===== src/rtl/pattern_scanner_pkg.sv =====
// Shared definitions for the pattern scanner, its ROM and the .mem generator.
// One ROM entry describes one inclusive rectangle in pixel coordinates.
package pattern_scanner_pkg;

    localparam int ENT_W     = 38;
    localparam int N_ENT_DEF = 30;
    localparam int N_PAT_DEF = 8;

    typedef struct packed {
        logic [9:0] x0;
        logic [8:0] y0;
        logic [9:0] x1;
        logic [8:0] y1;
    } rect_t;

    typedef enum logic [1:0] {
        IDLE,
        FETCH,
        DRAIN
    } state_t;

endpackage


===== src/rtl/pattern_scanner_rect_hit.sv =====
// Single-rectangle hit test with inclusive, unsigned bounds.
// Inverted bounds (x0>x1 or y0>y1) can never satisfy both compares.
module rect_hit
    import pattern_scanner_pkg::*;
(
    input  rect_t      ent,
    input  logic [9:0] x,
    input  logic [8:0] y,
    output logic       hit
);

    logic in_x;
    logic in_y;

    assign in_x = (ent.x0 <= x) && (x <= ent.x1);
    assign in_y = (ent.y0 <= y) && (y <= ent.y1);
    assign hit  = in_x && in_y;

endmodule


===== src/rtl/pattern_scanner.sv =====
// Loads one pattern of rectangles from ROM and flags pixels that fall
// inside any loaded rectangle, one cycle after the coordinate is presented.
module pattern_scanner
    import pattern_scanner_pkg::*;
#(
    parameter int N_ENT = N_ENT_DEF,
    parameter int N_PAT = N_PAT_DEF
) (
    input  logic             clk,
    input  logic             reset,
    input  logic             frame_start,
    input  logic [2:0]       pat_sel,
    input  logic [9:0]       x_pixel,
    input  logic [8:0]       y_pixel,
    output logic             p_oe,
    output logic [7:0]       p_Addr,
    input  logic [ENT_W-1:0] p_Data,
    output logic             pix_on,
    output logic             busy,
    output logic             load_done
);

    localparam int IW = (N_ENT > 1) ? $clog2(N_ENT) : 1;
    localparam logic [IW-1:0] LAST = IW'(N_ENT - 1);

    state_t        state_q, state_d;
    logic [2:0]    sel_q, sel_d;
    logic [IW-1:0] idx_q, idx_d;
    logic [7:0]    addr_q, addr_d;
    logic          wr_q, wr_d;
    logic [IW-1:0] wr_idx_q, wr_idx_d;
    logic          loaded_q, loaded_d;
    logic          pix_on_q, pix_on_d;

    logic [7:0]       fetch_addr;
    logic [N_ENT-1:0] hit;
    rect_t            ent_q [N_ENT];

    assign fetch_addr = 8'(sel_q) * 8'(N_ENT) + 8'(idx_q);

    always_comb begin
        state_d   = state_q;
        sel_d     = sel_q;
        idx_d     = idx_q;
        addr_d    = addr_q;
        wr_d      = 1'b0;
        wr_idx_d  = wr_idx_q;
        loaded_d  = loaded_q;
        p_oe      = 1'b0;
        p_Addr    = addr_q;
        busy      = 1'b1;
        load_done = 1'b0;
        unique case (state_q)
            IDLE: begin
                busy = 1'b0;
                if (frame_start) begin
                    // Out-of-range selections fall back to the last pattern
                    sel_d   = (int'(pat_sel) < N_PAT) ? pat_sel
                                                      : 3'(N_PAT - 1);
                    idx_d   = '0;
                    state_d = FETCH;
                end
            end
            FETCH: begin
                p_oe     = 1'b1;
                p_Addr   = fetch_addr;
                addr_d   = fetch_addr;
                wr_d     = 1'b1;
                wr_idx_d = idx_q;
                if (idx_q == LAST) begin
                    idx_d   = '0;
                    state_d = DRAIN;
                end else begin
                    idx_d = idx_q + 1'b1;
                end
            end
            DRAIN: begin
                load_done = 1'b1;
                loaded_d  = 1'b1;
                state_d   = IDLE;
            end
            default: state_d = IDLE;
        endcase
        pix_on_d = loaded_q && (|hit);
    end

    always_ff @(posedge clk) begin
        if (reset) begin
            state_q  <= IDLE;
            sel_q    <= '0;
            idx_q    <= '0;
            addr_q   <= '0;
            wr_q     <= 1'b0;
            wr_idx_q <= '0;
            loaded_q <= 1'b0;
            pix_on_q <= 1'b0;
        end else begin
            state_q  <= state_d;
            sel_q    <= sel_d;
            idx_q    <= idx_d;
            addr_q   <= addr_d;
            wr_q     <= wr_d;
            wr_idx_q <= wr_idx_d;
            loaded_q <= loaded_d;
            pix_on_q <= pix_on_d;
        end
    end

    assign pix_on = pix_on_q;

    // Entry storage is not reset; loaded_q masks stale contents instead
    for (genvar i = 0; i < N_ENT; i++) begin : g_ent
        always_ff @(posedge clk) begin
            if (wr_q && (wr_idx_q == IW'(i))) begin
                ent_q[i] <= rect_t'(p_Data);
            end
        end

        rect_hit u_hit (
            .ent (ent_q[i]),
            .x   (x_pixel),
            .y   (y_pixel),
            .hit (hit[i])
        );
    end

endmodule


===== config.mk =====
export PLATFORM = sky130hd
export DESIGN_NAME = pattern_scanner
export DESIGN_NICKNAME = d
export VERILOG_FILES = /design/src/rtl/pattern_scanner_pkg.sv /design/src/rtl/pattern_scanner_rect_hit.sv /design/src/rtl/pattern_scanner.sv
export SDC_FILE = /design/constraint.sdc
export NUM_CORES = 2
export LEC_CHECK = 0
export BUFFER_PORTS_ARGS = -buffer_cell sky130_fd_sc_hd__buf_2
export CORE_UTILIZATION = 60
export CTS_BUF_LIST = sky130_fd_sc_hd__clkbuf_4
export DETAILED_ROUTE_END_ITERATION = 8
export GPL_TIMING_DRIVEN = 0
export PLACE_DENSITY = 0.79
export SLEW_MARGIN = 10
export SYNTH_ARGS = -nofsm -noshare
export SYNTH_HDL_FRONTEND = slang
export SYNTH_SLANG_ARGS = --single-unit

===== constraint.sdc =====
create_clock -name clk -period 6.8 [get_ports clk]
set_input_delay 1.02 -clock clk [delete_from_list [all_inputs] [get_ports clk]]
set_output_delay 1.02 -clock clk [all_outputs]
set_load 0.02 [all_outputs]

==> impl_metrics.yaml <==
status:
  run_status: "complete, no violations"
floorplanning:
  start_util_pct: 60.6
  die_area_mm2: 0.104
  io_pins: 75
  die_y_um: 323
  dieWidth_um: 323
  placementRows: 117
  core_region_area_mm2: 0.102
timing:
  slew_headroom_pct: 5.13
  rsz0062_at_grt: "false"
  worst_slew_pin_slew_ns: 1.40
  min_period_over_period_pct: 74.1
  finalMaxSlewViolations: 0
  layout_min_cycle_time_ns: 5.04
  setup_viol: 0
  fmax_ghz: 0.198
  hold_viol_final: 0
  finalWorstSetupSlack_ns: 1.76
  skew_ns: 0.0932
  tns_ns: 0
min_path:
  min_from: "reset"
  min_path_cells: 2
  hp-class: "primary input to flip-flop"
  min_to: "addr_q[4]"
global_route:
  grt_overflow_total: 0
  grt_usage_pct: 30.2
  grt_pass1_wl_mm: 234
  grt_max_degree: 32
  grt_pass1_vias: 42079
  antenna_found_initial: 2
critical_path:
  r2r_setup_slack_ns: 3.43
  crit_path_end_kind: "output pin"
  reg2reg_from: "ent_q[1][130]"
  worstPathArrival_ns: 4.02
  slowest_delay_ns: 0.51
  path_max_fanout: 5
  critPathSlowestCell: "fa_1"
  cp_cell_sequence: "fa_1 -> ha_1 -> fa_1 -> ha_1 -> a21oi_1 -> xnor2_1 -> o21ai_0 -> buf_2"
  worstPathRequired_ns: 5.78
  reg2reg_depth: 9
  r2r-end: "pix_on"
  critPathLaunchType: "flip-flop"
  critical_path_class: "flip-flop to output pin"
place:
  dp.final_hpwl_mm: 97.4
  placed_area_mm2: 0.0653
  dp_cells: 6248
  place.gp.congestion: 0.888
  port_buffers: 74
  place_ws_ns: 1.49
cts:
  ctsLongestPathBuffers: 4
  clkTransAtPathRegs_ns: 0.06
  numClockSinks: 1166
  cts_max_level: 5
  cts_root_buf: "clkbuf_4"
  cts_tree: "built"
  cts_setup_buffers: 0
  cts_buffers: 311
  insertion_delay_ns: 1.22
power:
  total_power_mw: 15.0
  power.static_leakage_nw: 28.8
  ir_worst_vdd_mv: 0.168
  power_density_mw_per_mm2: 217
drt:
  drt_iter0_markers: 3508
  drt_wl_total_mm: 155
  num_vias: 41223
  vias_per_cell: 6.10
  first_pass_iters: 6
  drtAntennaViolNets: 0
  wl_per_cell_um: 22.9
  drc: 0
synthesis:
  synth_edf_count: 1140
  synth_ff_type: "edfxtp_1"
  syn_inst: 4754
  synth_area_mm2: 0.0618
  mappedNetlistNets: 5973
  postSynth.asyncResetShare_pct: 0
  ys_types: 49
  yosys_warnings: 0
  syn_avg_cell_area_um2: 13.0
  ys_seq_area_share_pct: 56.2
  ys_ff_latch: 1166
finish:
  stdcell_count: 6755
  layout-drive-gt1-share_pct: 12.0
  layout_common_cells: "ha_1, edfxtp_1, inv_1, clkbuf_4, a21oi_1"
  fin_nets: 6414
  final_common_cell: "ha_1"
  syn_to_final_growth_pct: 11.6
  finalInstanceArea_mm2: 0.0690
run:
  drv_cap: 0
worst max-delay path, delay by kind of cell (launching register included):
| family | cells | cell delay (ns) |
|---|---|---|
| adder cells (fa/ha/maj) | 4 | 1.57 |
| AO/OA/AOI/OAI | 2 | 0.51 |
| flip-flops | 1 | 0.48 |
| buffers and inverters | 1 | 0.23 |
| XOR/XNOR | 1 | 0.09 |
stage by stage:
stage / hold WS, ns / util (%)
final: 0.127 / 67.6
after global placement: 0.452 / 62.7
after floorplan: 0.430 / -
after global routing: 0.0438 / 67.6
after CTS: 0.0129 / 67.6
after detailed placement: 0.464 / 64.0
state kept, by name, summed over array words and instances (netlist names):
register / count
idx_q: 5
sel_q: 3
ent_q: 1140
loaded_q: 1
addr_q: 8
wr_q: 1
pix_on: 1
state_q: 2
wr_idx_q: 5
power by group:
part | total (mW) | switching, mW | internal, mW
Clock | 5.85 | 2.79 | 3.06
Combinational | 1.22 | 0.828 | 0.390
Sequential | 7.91 | 0.00808 | 7.90
Total | 15.0 | 3.62 | 11.3
cell type report:
type | count | area [µm²]
Sequential cell | 1166 | 34800
Fill cell | 7011 | 33000
Multi-Input combinational cell | 2926 | 24900
Clock buffer | 439 | 3300
Inverter | 654 | 2450
Tap cell | 1368 | 1710
Timing Repair Buffer | 128 | 1510
Clock inverter | 65 | 343
Buffer | 8 | 30.0
Antenna cell | 1 | 2.50
worst max-delay path by stage:
stage          cells past startpoint        end  slack (ns)        from
4_1_cts                            9  p_Addr[6]        1.62    sel_q[0]
3_3_place_gp                       9     pix_on        0.50  x_pixel[7]
2_1_floorplan                      7  p_Addr[5]        3.11    sel_q[0]
5_1_grt                            9  p_Addr[6]        1.54    sel_q[0]
6_report                           8  p_Addr[5]        1.76    sel_q[0]
3_5_place_dp                      10     pix_on        1.49  x_pixel[7]
logic make-up after synthesis:
kind of cell | after synthesis | synth area share (%)
fa+ha+maj | 1156 | 23.4
mux | 1 | 0.0162
compound gates | 831 | 8.40
buf+inv | 662 | 4.02
xor+xnor | 7 | 0.0991
simple gates | 931 | 7.84
flops | 1166 | 56.2
layer usage:
| metal | track usage (%) | vias up | routed length, µm |
|---|---|---|---|
| met5 | 0 | - | 0 |
| li1 | - | 19194 | - |
| met3 | 6.72 | 511 | 13600 |
| met4 | 16.5 | 0 | 7910 |
| met2 | 51.6 | 1756 | 75300 |
| met1 | 35.3 | 19762 | 58000 |
cell usage after synthesis (all sizes together) (2+ instances only):
cell type | n | area share [%]
fa | 4 | 0.13
or2 | 2 | 0.020
a221oi | 2 | 0.038
inv | 654 | 4.0
xor2 | 3 | 0.042
a21oi | 375 | 3.0
nor2b | 66 | 0.67
nand4 | 218 | 2.2
a21o | 82 | 1.0
o21ai | 93 | 0.75
o22a | 3 | 0.042
o41ai | 47 | 0.70
xnor2 | 4 | 0.057
a41oi | 2 | 0.028
edfxtp | 1140 | 55
nor4 | 28 | 0.28
o31ai | 2 | 0.024
nor4bb | 2 | 0.032
and3 | 2 | 0.020
o22ai | 41 | 0.41
o21a | 2 | 0.024
nand3 | 156 | 1.3
o211ai | 46 | 0.56
a32oi | 2 | 0.028
a211oi | 70 | 0.85
nand2 | 134 | 0.81
a31oi | 20 | 0.21
nor3 | 74 | 0.61
ha | 1152 | 23
nand3b | 2 | 0.024
dfxtp | 26 | 0.84
and4 | 44 | 0.62
nand2b | 6 | 0.061
nor2 | 194 | 1.2
clkbuf | 7 | 0.042
nor4b | 2 | 0.028
a221o | 40 | 0.65
timing repair:
item | CTS | global route
hold buffers | 2 | 0
endpoints found under the hold margin | 2 | 0
gates resized for setup | 0 | 0
Power figures use the tool's default switching activity.
